`src/rtl/ik_ctrl_pkg.sv`:
```
// ik_ctrl_pkg
// Shared definitions for the IK iteration controller.
//   state_t           : controller FSM states
//   ITER_LEN_DEFAULT  : default number of clock cycles per IK iteration
//   W_DEFAULT         : default width of the delta / tolerance values
package ik_ctrl_pkg;

  typedef enum logic [1:0] {
    IDLE  = 2'd0,
    CLEAR = 2'd1,
    RUN   = 2'd2,
    DONE  = 2'd3
  } state_t;

  localparam int ITER_LEN_DEFAULT = 250;
  localparam int W_DEFAULT        = 36;

endpackage

```
`src/rtl/ik_abs_max.sv`:
```
// ik_abs_max
// Combinational maximum of the absolute values of six signed joint deltas.
// The absolute value saturates, so the most negative input maps to
// 2^(W-1)-1 and the result always fits in W unsigned bits.
//   W       : width of each delta
//   delta   : six signed two's-complement deltas, packed [5:0][W-1:0]
//   max_abs : unsigned maximum of |delta[j]| over all six joints
module ik_abs_max
  import ik_ctrl_pkg::*;
#(
  parameter int W = W_DEFAULT
) (
  input  logic [5:0][W-1:0] delta,
  output logic [W-1:0]      max_abs
);

  logic [W-1:0] abs_val;

  always_comb begin
    max_abs = '0;
    abs_val = '0;
    for (int j = 0; j < 6; j++) begin
      if (delta[j][W-1] && (delta[j][W-2:0] == '0)) begin
        // Most negative value has no positive counterpart; clamp it.
        abs_val = {1'b0, {(W-1){1'b1}}};
      end else if (delta[j][W-1]) begin
        abs_val = (~delta[j]) + {{(W-1){1'b0}}, 1'b1};
      end else begin
        abs_val = delta[j];
      end
      if (abs_val > max_abs) begin
        max_abs = abs_val;
      end
    end
  end

endmodule

```
`src/rtl/ik_iter_ctrl.sv`:
```
// ik_iter_ctrl
// Sequences an external IK core through repeated fixed-length iterations
// until the largest joint update falls within tolerance or an iteration
// limit is reached.
//   clk, rst           : clock and synchronous active-high reset
//   start              : begin a run (honoured only in IDLE or DONE)
//   abort              : stop a run and return to IDLE (beats start)
//   max_iter           : iteration limit, latched on start (0 acts as 1)
//   tol                : unsigned convergence threshold, latched on start
//   delta              : six signed per-joint updates from the IK core
//   core_en, core_rst  : enable / reset for the IK core
//   busy, done         : run status (busy in CLEAR and RUN, done in DONE)
//   converged          : last run ended because max |delta| <= tol
//   iter_count         : completed iterations, saturating at 255
//   max_abs_delta      : max |delta| captured at the last iteration boundary
module ik_iter_ctrl
  import ik_ctrl_pkg::*;
#(
  parameter int ITER_LEN = ITER_LEN_DEFAULT,
  parameter int W        = W_DEFAULT
) (
  input  logic              clk,
  input  logic              rst,
  input  logic              start,
  input  logic              abort,
  input  logic [7:0]        max_iter,
  input  logic [W-1:0]      tol,
  input  logic [5:0][W-1:0] delta,
  output logic              core_en,
  output logic              core_rst,
  output logic              busy,
  output logic              done,
  output logic              converged,
  output logic [7:0]        iter_count,
  output logic [W-1:0]      max_abs_delta
);

  localparam int PW = (ITER_LEN > 1) ? $clog2(ITER_LEN) : 1;
  localparam logic [PW-1:0] LAST_PHASE = PW'(ITER_LEN - 1);

  state_t        state;
  state_t        state_next;
  logic [PW-1:0] phase;
  logic [7:0]    limit;
  logic [W-1:0]  tol_q;
  logic [W-1:0]  m;
  logic          boundary;
  logic          conv_hit;
  logic [7:0]    iter_inc;

  ik_abs_max #(.W(W)) u_abs_max (
    .delta   (delta),
    .max_abs (m)
  );

  assign boundary = (state == RUN) && (phase == LAST_PHASE);
  assign conv_hit = (m <= tol_q);
  assign iter_inc = (iter_count == 8'hFF) ? 8'hFF : iter_count + 8'd1;

  // Abort outranks start everywhere; start is only honoured when not busy.
  always_comb begin
    state_next = state;
    case (state)
      IDLE: begin
        if (!abort && start) state_next = CLEAR;
      end
      CLEAR: begin
        state_next = abort ? IDLE : RUN;
      end
      RUN: begin
        if (abort) begin
          state_next = IDLE;
        end else if (boundary && (conv_hit || (iter_inc >= limit))) begin
          state_next = DONE;
        end
      end
      DONE: begin
        if (abort) begin
          state_next = IDLE;
        end else if (start) begin
          state_next = CLEAR;
        end
      end
      default: state_next = IDLE;
    endcase
  end

  // Status outputs are decoded from the next state so they are registered
  // yet line up with the state they describe.
  always_ff @(posedge clk) begin
    if (rst) begin
      state         <= IDLE;
      phase         <= '0;
      limit         <= '0;
      tol_q         <= '0;
      core_en       <= 1'b0;
      core_rst      <= 1'b0;
      busy          <= 1'b0;
      done          <= 1'b0;
      converged     <= 1'b0;
      iter_count    <= '0;
      max_abs_delta <= '0;
    end else begin
      state    <= state_next;
      core_en  <= (state_next == RUN);
      core_rst <= (state_next == CLEAR);
      busy     <= (state_next == CLEAR) || (state_next == RUN);
      done     <= (state_next == DONE);

      if ((state == RUN) && (state_next == RUN)) begin
        phase <= boundary ? '0 : phase + 1'b1;
      end else begin
        phase <= '0;
      end

      // CLEAR is only ever entered from an accepted start.
      if (state_next == CLEAR) begin
        limit      <= (max_iter == 8'd0) ? 8'd1 : max_iter;
        tol_q      <= tol;
        iter_count <= '0;
        converged  <= 1'b0;
      end

      // An abort landing on the boundary leaves the statistics untouched.
      if (boundary && !abort) begin
        max_abs_delta <= m;
        iter_count    <= iter_inc;
        if (conv_hit) converged <= 1'b1;
      end
    end
  end

endmodule

```
`config.mk`:
```
export PLATFORM = sky130hd
export DESIGN_NAME = ik_iter_ctrl
export DESIGN_NICKNAME = d
export VERILOG_FILES = /design/src/rtl/ik_ctrl_pkg.sv /design/src/rtl/ik_abs_max.sv /design/src/rtl/ik_iter_ctrl.sv
export SDC_FILE = /design/constraint.sdc
export NUM_CORES = 1
export LEC_CHECK = 0
export CELL_PAD_IN_SITES_DETAIL_PLACEMENT = 2
export CELL_PAD_IN_SITES_GLOBAL_PLACEMENT = 2
export CORE_MARGIN = 2
export CORE_UTILIZATION = 33
export DETAILED_ROUTE_END_ITERATION = 10
export MAX_ROUTING_LAYER = met4
export PLACE_DENSITY = 0.92
export SYNTH_ARGS = -nofsm -noshare
export SYNTH_HDL_FRONTEND = slang
export SYNTH_SLANG_ARGS = --single-unit
```
`constraint.sdc`:
```
create_clock -name clk -period 54.3 [get_ports clk]
set_input_delay 10.86 -clock clk [delete_from_list [all_inputs] [get_ports clk]]
set_output_delay 10.86 -clock clk [all_outputs]
set_load 0.005 [all_outputs]
```
==> flow_metrics.tcl, run 1 <==
set metrics [dict create \
    status "finished clean" \
    end_kind "register" \
    finClkSkew_ns 0.00800 \
    first_global_vias 21900 \
    post-route-drc-count 0 \
    power_density_nw_per_um2 62.7 \
    tightest_slew_ns 1.07 \
    slowest_stage "a211o_1" \
    crit_family "compound AO/OA/AOI/OAI gates" \
    finalSetupTns_ns 0 \
    grt-ovfl-total 0 \
    postRouteAntennaNets 0 \
    p_clk_share_pct 5.5 \
    p_leak_nw 8.90 \
    syn_to_final_growth_pct 23.3 \
    synthDistinctLibCells 85 \
    setup_viol 0 \
    ys_seq_elements 103 \
    synth-edff-count 0 \
    placed_area_um2 20900 \
    vias_per_cell 6.02 \
    swShare_pct 59.4 \
    worstPathRequired_ns 54.53 \
    die-area_um2 53900 \
    rr_worst_depth 21 \
    drive_gt1_share_pct 3.87 \
    yosysTopAreaCellShare_pct 17.0 \
    drv_slew 0 \
    reg2reg_from "tol_q[21]$_SDFFE_PP0P_" \
    clk_latency_ns 0.38 \
    max_freq_mhz 29.8 \
    critPathMaxStageDelay_ns 0.82 \
    grt_pass1_wl_um 132000 \
    clk_path_buf_depth 2 \
    holdPathEnd "phase[0]$_SDFF_PP0_" \
    post-route-period-util_pct 61.8 \
    crit_arrival_ns 33.82 \
    ys_warn_count 0 \
    worstHoldPathType "register to register" \
    port_buffers 312 \
    core_area_um2 51400 \
    vias 20000 \
    start_kind "input pin" \
    timing.hold.ws_ns 0.498 \
    seq_area_frac_synth_pct 12.0 \
    r2r_slack_ns 49.04 \
    p_sw_mw 0.789 \
    gp_congestion 0.962 \
    nNetsFinal 3131 \
    routedWlPerCell_um 26.3 \
    cts_num_sinks 103 \
    synth_area_leader_cell "ha_1" \
    postCtsSetupBuffers 0 \
    final.min_clock_period_ns 33.58 \
    final_area_um2 21200 \
    cts_hold_buf 0 \
    netlist_area_um2 17200 \
    crit_type "input pin to register" \
    finalWorstSetupSlack_ns 20.72 \
    hold_start "phase[0]$_SDFF_PP0_" \
    synthArstFlopShare_pct 0 \
    htreeDepth 3 \
    p_int_mw 0.539 \
    hold_viol_final 0 \
    synth_nets 2907 \
    post-dp-hpwl_um 72200 \
    grt_max_degree 73 \
    rsz0062_at_grt "no" \
    cts-resized-gates 0 \
    vdd_drop_max_mv 0.0615 \
    cp_max_fo 65 \
    pin_count 313 \
    die_y_um 232 \
    placementRows 83 \
    whs_path_depth 1 \
    numCtsBuffers 9 \
    drt_wl_total_um 87300 \
    synth-main-ff-cell "dfxtp_1" \
    grt.total_usage_pct 32.7 \
    dp_slack_ns 20.79 \
    max_slew_margin_pct 28.2 \
    pwr-share-comb_pct 88.6 \
    synth_area_leaders "ha_1, dfxtp_1, nand2_1" \
    syn_area_per_cell_um2 7.13 \
    seq_power_share_pct 5.9 \
    antenna_found_initial 2 \
    drv_cap 0 \
    initial_core_util_pct 33.4 \
    path_buf_inv 9 \
    dr.pass1.iters 5 \
    r2r_end "tol_q[28]$_SDFFE_PP0P_" \
    drtIter0Drc 1017 \
    fp.dieW_um 232 \
    netlist_instances 2410 \
    clk_pin_slew_ns 0.08 \
    cts_tree "done" \
    power_mw 1.33 \
    cts_root_buf "clkbuf_16" \
]
[synthesized netlist by cell type, types with 15 or more instances]
library cell / count
or2_2: 15
o21ai_0: 159
nor2b_1: 35
nor2_1: 243
a2111oi_0: 16
a311oi_1: 15
or3_1: 37
ha_1: 233
mux2i_1: 58
o211ai_1: 25
dfxtp_1: 103
or4_1: 28
a21o_1: 76
nand3_1: 37
nor4_1: 28
nor3_1: 30
nand2b_1: 25
nand4_1: 46
xor2_1: 138
inv_1: 113
xnor2_1: 50
o31ai_1: 50
o41ai_1: 23
a21oi_1: 132
a211o_1: 17
o21a_1: 15
nand2_1: 347
nor3b_1: 19
clkbuf_1: 99
a2111o_1: 16
[worst max-delay path by stage]
| stage | endpoint | depth (start not counted) | slack, ns | start |
|---|---|---|---|---|
| final | tol_q[28]$_SDFFE_PP0P_ | 88 | 20.72 | delta[10] |
| after floorplan | tol_q[10]$_SDFFE_PP0P_ | 94 | 24.76 | delta[6] |
| after global placement | tol_q[16]$_SDFFE_PP0P_ | 84 | 22.08 | delta[43] |
| after CTS | tol_q[28]$_SDFFE_PP0P_ | 85 | 21.15 | delta[10] |
| after global routing | iter_count[7]$_SDFFE_PP0P_ | 85 | 19.17 | delta[15] |
| after detailed placement | tol_q[28]$_SDFFE_PP0P_ | 85 | 20.79 | delta[10] |
[sequential cells by signal, summed over array words and instances (netlist names)]
name and count:
max_abs_delta 36, tol_q 36, iter_count 8, limit 8, phase 8, state 2, busy 1, converged 1
core_en 1, core_rst 1, done 1
[cell type report]
type / instances / area [um^2]
fillers: 6025 / 30200
clock buffers: 10 / 239
clock inverters: 6 / 73.8
well taps: 680 / 851
repair buffers: 334 / 3280
flip-flops and latches: 103 / 2060
inverters: 113 / 424
diodes: 2 / 5.00
multi-input cells: 2073 / 14200
[worst register-to-register path: stages (launching register included)]
cell and delay [ns]:
dfxtp_1 0.41, inv_1 0.11, ha_1 0.34, a21o_1 0.19, a21o_1 0.18, a21o_1 0.18
a21o_1 0.18, a21oi_1 0.22, nor2b_1 0.10, o21ai_0 0.20, o311a_1 0.29, o21ai_0 0.11
a221oi_1 0.31, a41o_1 0.18, a211o_1 0.11, a21oi_1 0.06, or3_1 0.42, inv_1 0.12
ha_2 0.17, buf_4 0.70, mux2i_1 0.45, nor2_1 0.08
[per-stage QoR]
step,instances,utilization (%)
6_report,3321,41.2
2_1_floorplan,2410,-
3_5_place_dp,3303,40.6
5_1_grt,3321,41.2
4_1_cts,3319,41.2
3_3_place_gp,3303,40.6
[cell usage in the layout (no fill, tap or decap), types with 22 or more instances in the layout]
cell and count:
a21o_1 76, a21oi_1 132, buf_4 22, clkdlybuf4s50_1 311, dfxtp_1 103, ha_1 232
inv_1 113, mux2i_1 58, nand2_1 346, nand2b_1 25, nand3_1 37, nand4_1 46
nor2_1 242, nor2b_1 35, nor3_1 30, nor4_1 27, o211ai_1 25, o21ai_0 158
o31ai_1 50, o41ai_1 23, or3_1 37, or4_1 28, xnor2_1 50, xor2_1 138
[per-layer routing]
metal	GRT usage (%)	share of wire (%)	up-vias
li1	-	-	9218
met1	36.7	41	9984
met2	58.1	50	572
met3	3.71	3.3	229
met4	14.4	5.1	0
met5	-	0	-
[power groups by stage]
stage / logic [mW] / registers, mW / clock network (mW)
global placement: 1.01 / 0.0803 / 0
floorplan: 0.739 / 0.0799 / 0
global route: 1.27 / 0.0791 / 0.0760
detailed placement: 1.12 / 0.0805 / 0
CTS: 1.15 / 0.0789 / 0.0734
finish: 1.18 / 0.0789 / 0.0729
[cells by family after synthesis]
| group | Yosys count | share of synthesized area [%] |
|---|---|---|
| compound gates | 642 | 25.8 |
| xor+xnor | 188 | 9.59 |
| fa+ha+maj | 234 | 17.0 |
| buf+inv | 234 | 5.35 |
| flops | 103 | 12.0 |
| mux | 61 | 3.60 |
| simple gates | 948 | 26.7 |
Power figures use the tool's default switching activity.
==> run 2, diff against run 1 <==
- CORE_UTILIZATION: 33 -> 28
- PLACE_DENSITY: 0.92 -> 0.83
- clock period: 54.3 -> 30.7 ns (I/O delays scaled with it)
==> run 2 against run 1 <==
Clock skew barely moved; clock power rose by 89%; die area up 18%; global-route usage fell by 6.5 points; flip-flop and latch count unchanged; power rose by 71%; sequential share of layout area shrank 0.088 points; combinational power is 69% higher; critical path type unchanged; largest cell class unchanged; highest routed layer unchanged.
==> flow_metrics.tcl, run 2 (synthesis results as in run 1) <==
set metrics [dict create \
    status "finished clean" \
    die-area_um2 63300 \
    multiInputGateArea_um2 14200 \
    fillers 7012 \
    port_buffers 312 \
    numCtsBuffers 9 \
    max_slew_margin_pct 32.4 \
    gp_congestion 0.931 \
    start_kind "input pin" \
    htreeDepth 3 \
    reg_top3 "max_abs_delta x36, tol_q x36" \
    grt_max_degree 75 \
    post-route-drc-count 0 \
    end_kind "register" \
    grt_pass1_wl_um 126000 \
    nNetsFinal 3135 \
    cts_hold_buf 0 \
    postCtsSetupBuffers 0 \
    post-dp-hpwl_um 70000 \
    crit_type "input pin to register" \
    grt-ovfl-total 0 \
    p_int_mw 0.961 \
    final_cell_count_no_fill 3429 \
    finClkSkew_ns 0.00830 \
    finalWorstSetupSlack_ns 2.69 \
    post-route-period-util_pct 91.2 \
    ff_latch_area_um2 2060 \
    clk_pin_slew_ns 0.08 \
    p_leak_nw 8.94 \
    drtIter0Drc 822 \
    fp.dieW_um 252 \
    seq_power_share_pct 6.1 \
    final.min_clock_period_ns 28.01 \
    finalSetupTns_ns 0 \
    placed_area_um2 21000 \
    tightest_slew_ns 1.00 \
    antenna_found_initial 3 \
    timing.hold.ws_ns 0.493 \
    p_sw_mw 1.31 \
    drive_gt1_share_pct 4.01 \
    cts_tree "done" \
    critPathMaxStageDelay_ns 0.78 \
    postRouteAntennaNets 0 \
    drv_slew 0 \
    core_area_um2 60500 \
    slowest_stage "o21ai_4" \
    fin_util_pct 35.3 \
    dp_slack_ns 2.55 \
    hold_viol_final 0 \
    cp_max_fo 39 \
    worstPathRequired_ns 30.91 \
    max_freq_mhz 35.7 \
    vias_per_cell 5.64 \
    placementRows 90 \
    cts_num_sinks 103 \
    rsz0062_at_grt "no" \
    initial_core_util_pct 28.4 \
    vias 19300 \
    syn_to_final_growth_pct 24.4 \
    clk_path_buf_depth 2 \
    crit_arrival_ns 28.22 \
    pin_count 313 \
    clk_latency_ns 0.37 \
    vdd_drop_max_mv 0.0887 \
    p_clk_share_pct 6.1 \
    swShare_pct 57.7 \
    layout_commonest_cell "nand2_1" \
    drv_cap 0 \
    final_area_um2 21400 \
    layout_common_cells "nand2_1, clkdlybuf4s50_1, nor2_1" \
    power_density_nw_per_um2 106 \
    drt_wl_total_um 82500 \
    power_mw 2.27 \
    grt.total_usage_pct 26.2 \
    first_global_vias 21400 \
    setup_viol 0 \
    placedCellCount 3409 \
    dr.pass1.iters 5 \
    die_y_um 252 \
    pwr-share-comb_pct 87.8 \
    routedWlPerCell_um 24.1 \
    cts_root_buf "clkbuf_16" \
    cts-resized-gates 0 \
    worstHoldPathType "register to register" \
]
-- run 2: cell count changes in the layout (fill, tap and decap cells not counted), sizes merged --
cell,previous run,this run
bufinv,1,3
clkinvlp,2,1
buf,23,27
clkbuf,10,9
diode,2,4
inv,116,114
clkinv,0,2
-- run 2: metal layers --
layer  global-route usage (%)  up-vias  part of all wire (%)
met2                     46.8      354                    51
met5                        -        -                     0
met4                     9.74        0                   4.1
met1                     30.5     9605                    43
met3                     2.26      143                   2.7
li1                         -     9226                     -
-- run 2: power by group through the flow --
stage          clock network [mW]  registers [mW]  logic [mW]
2_1_floorplan                   0           0.141        1.31
3_3_place_gp                    0           0.142        1.82
3_5_place_dp                    0           0.142        1.96
4_1_cts                     0.140           0.139        1.98
5_1_grt                     0.146           0.140        2.20
6_report                    0.138           0.139        2.00
-- run 2: final cells by class --
| cell class | count | share of cell area (%) |
|---|---|---|
| clock buffers | 9 | 1.05 |
| repair buffers | 338 | 15.5 |
| diodes | 4 | 0.0468 |
| multi-input cells | 2073 | 66.6 |
| well taps | 782 | 4.58 |
| flip-flops and latches | 103 | 9.65 |
| clock inverters | 7 | 0.556 |
| inverters | 113 | 1.99 |
-- run 2: path summary, 6_finish.rpt --
| check | slack (ns) | start | cells after the start | to |
|---|---|---|---|---|
| worst max register to register | 25.60 | tol_q[13]$_SDFFE_PP0P_ | 21 | tol_q[7]$_SDFFE_PP0P_ |
| worst min register to register | 0.49 | phase[0]$_SDFF_PP0_ | 1 | phase[0]$_SDFF_PP0_ |
| worst min-delay path | 0.49 | phase[0]$_SDFF_PP0_ | 1 | phase[0]$_SDFF_PP0_ |
| worst max-delay path | 2.69 | delta[43] | 84 | tol_q[7]$_SDFFE_PP0P_ |
-- run 2: worst max-delay path, delay by kind of cell --
family	cells	cell delay, ns
buffers and inverters	7	2.19
multiplexers	2	0.44
XOR/XNOR	1	0.21
AND/OR/NAND/NOR	23	6.76
AO/OA/AOI/OAI	44	10.02
adder cells (fa/ha/maj)	7	2.39
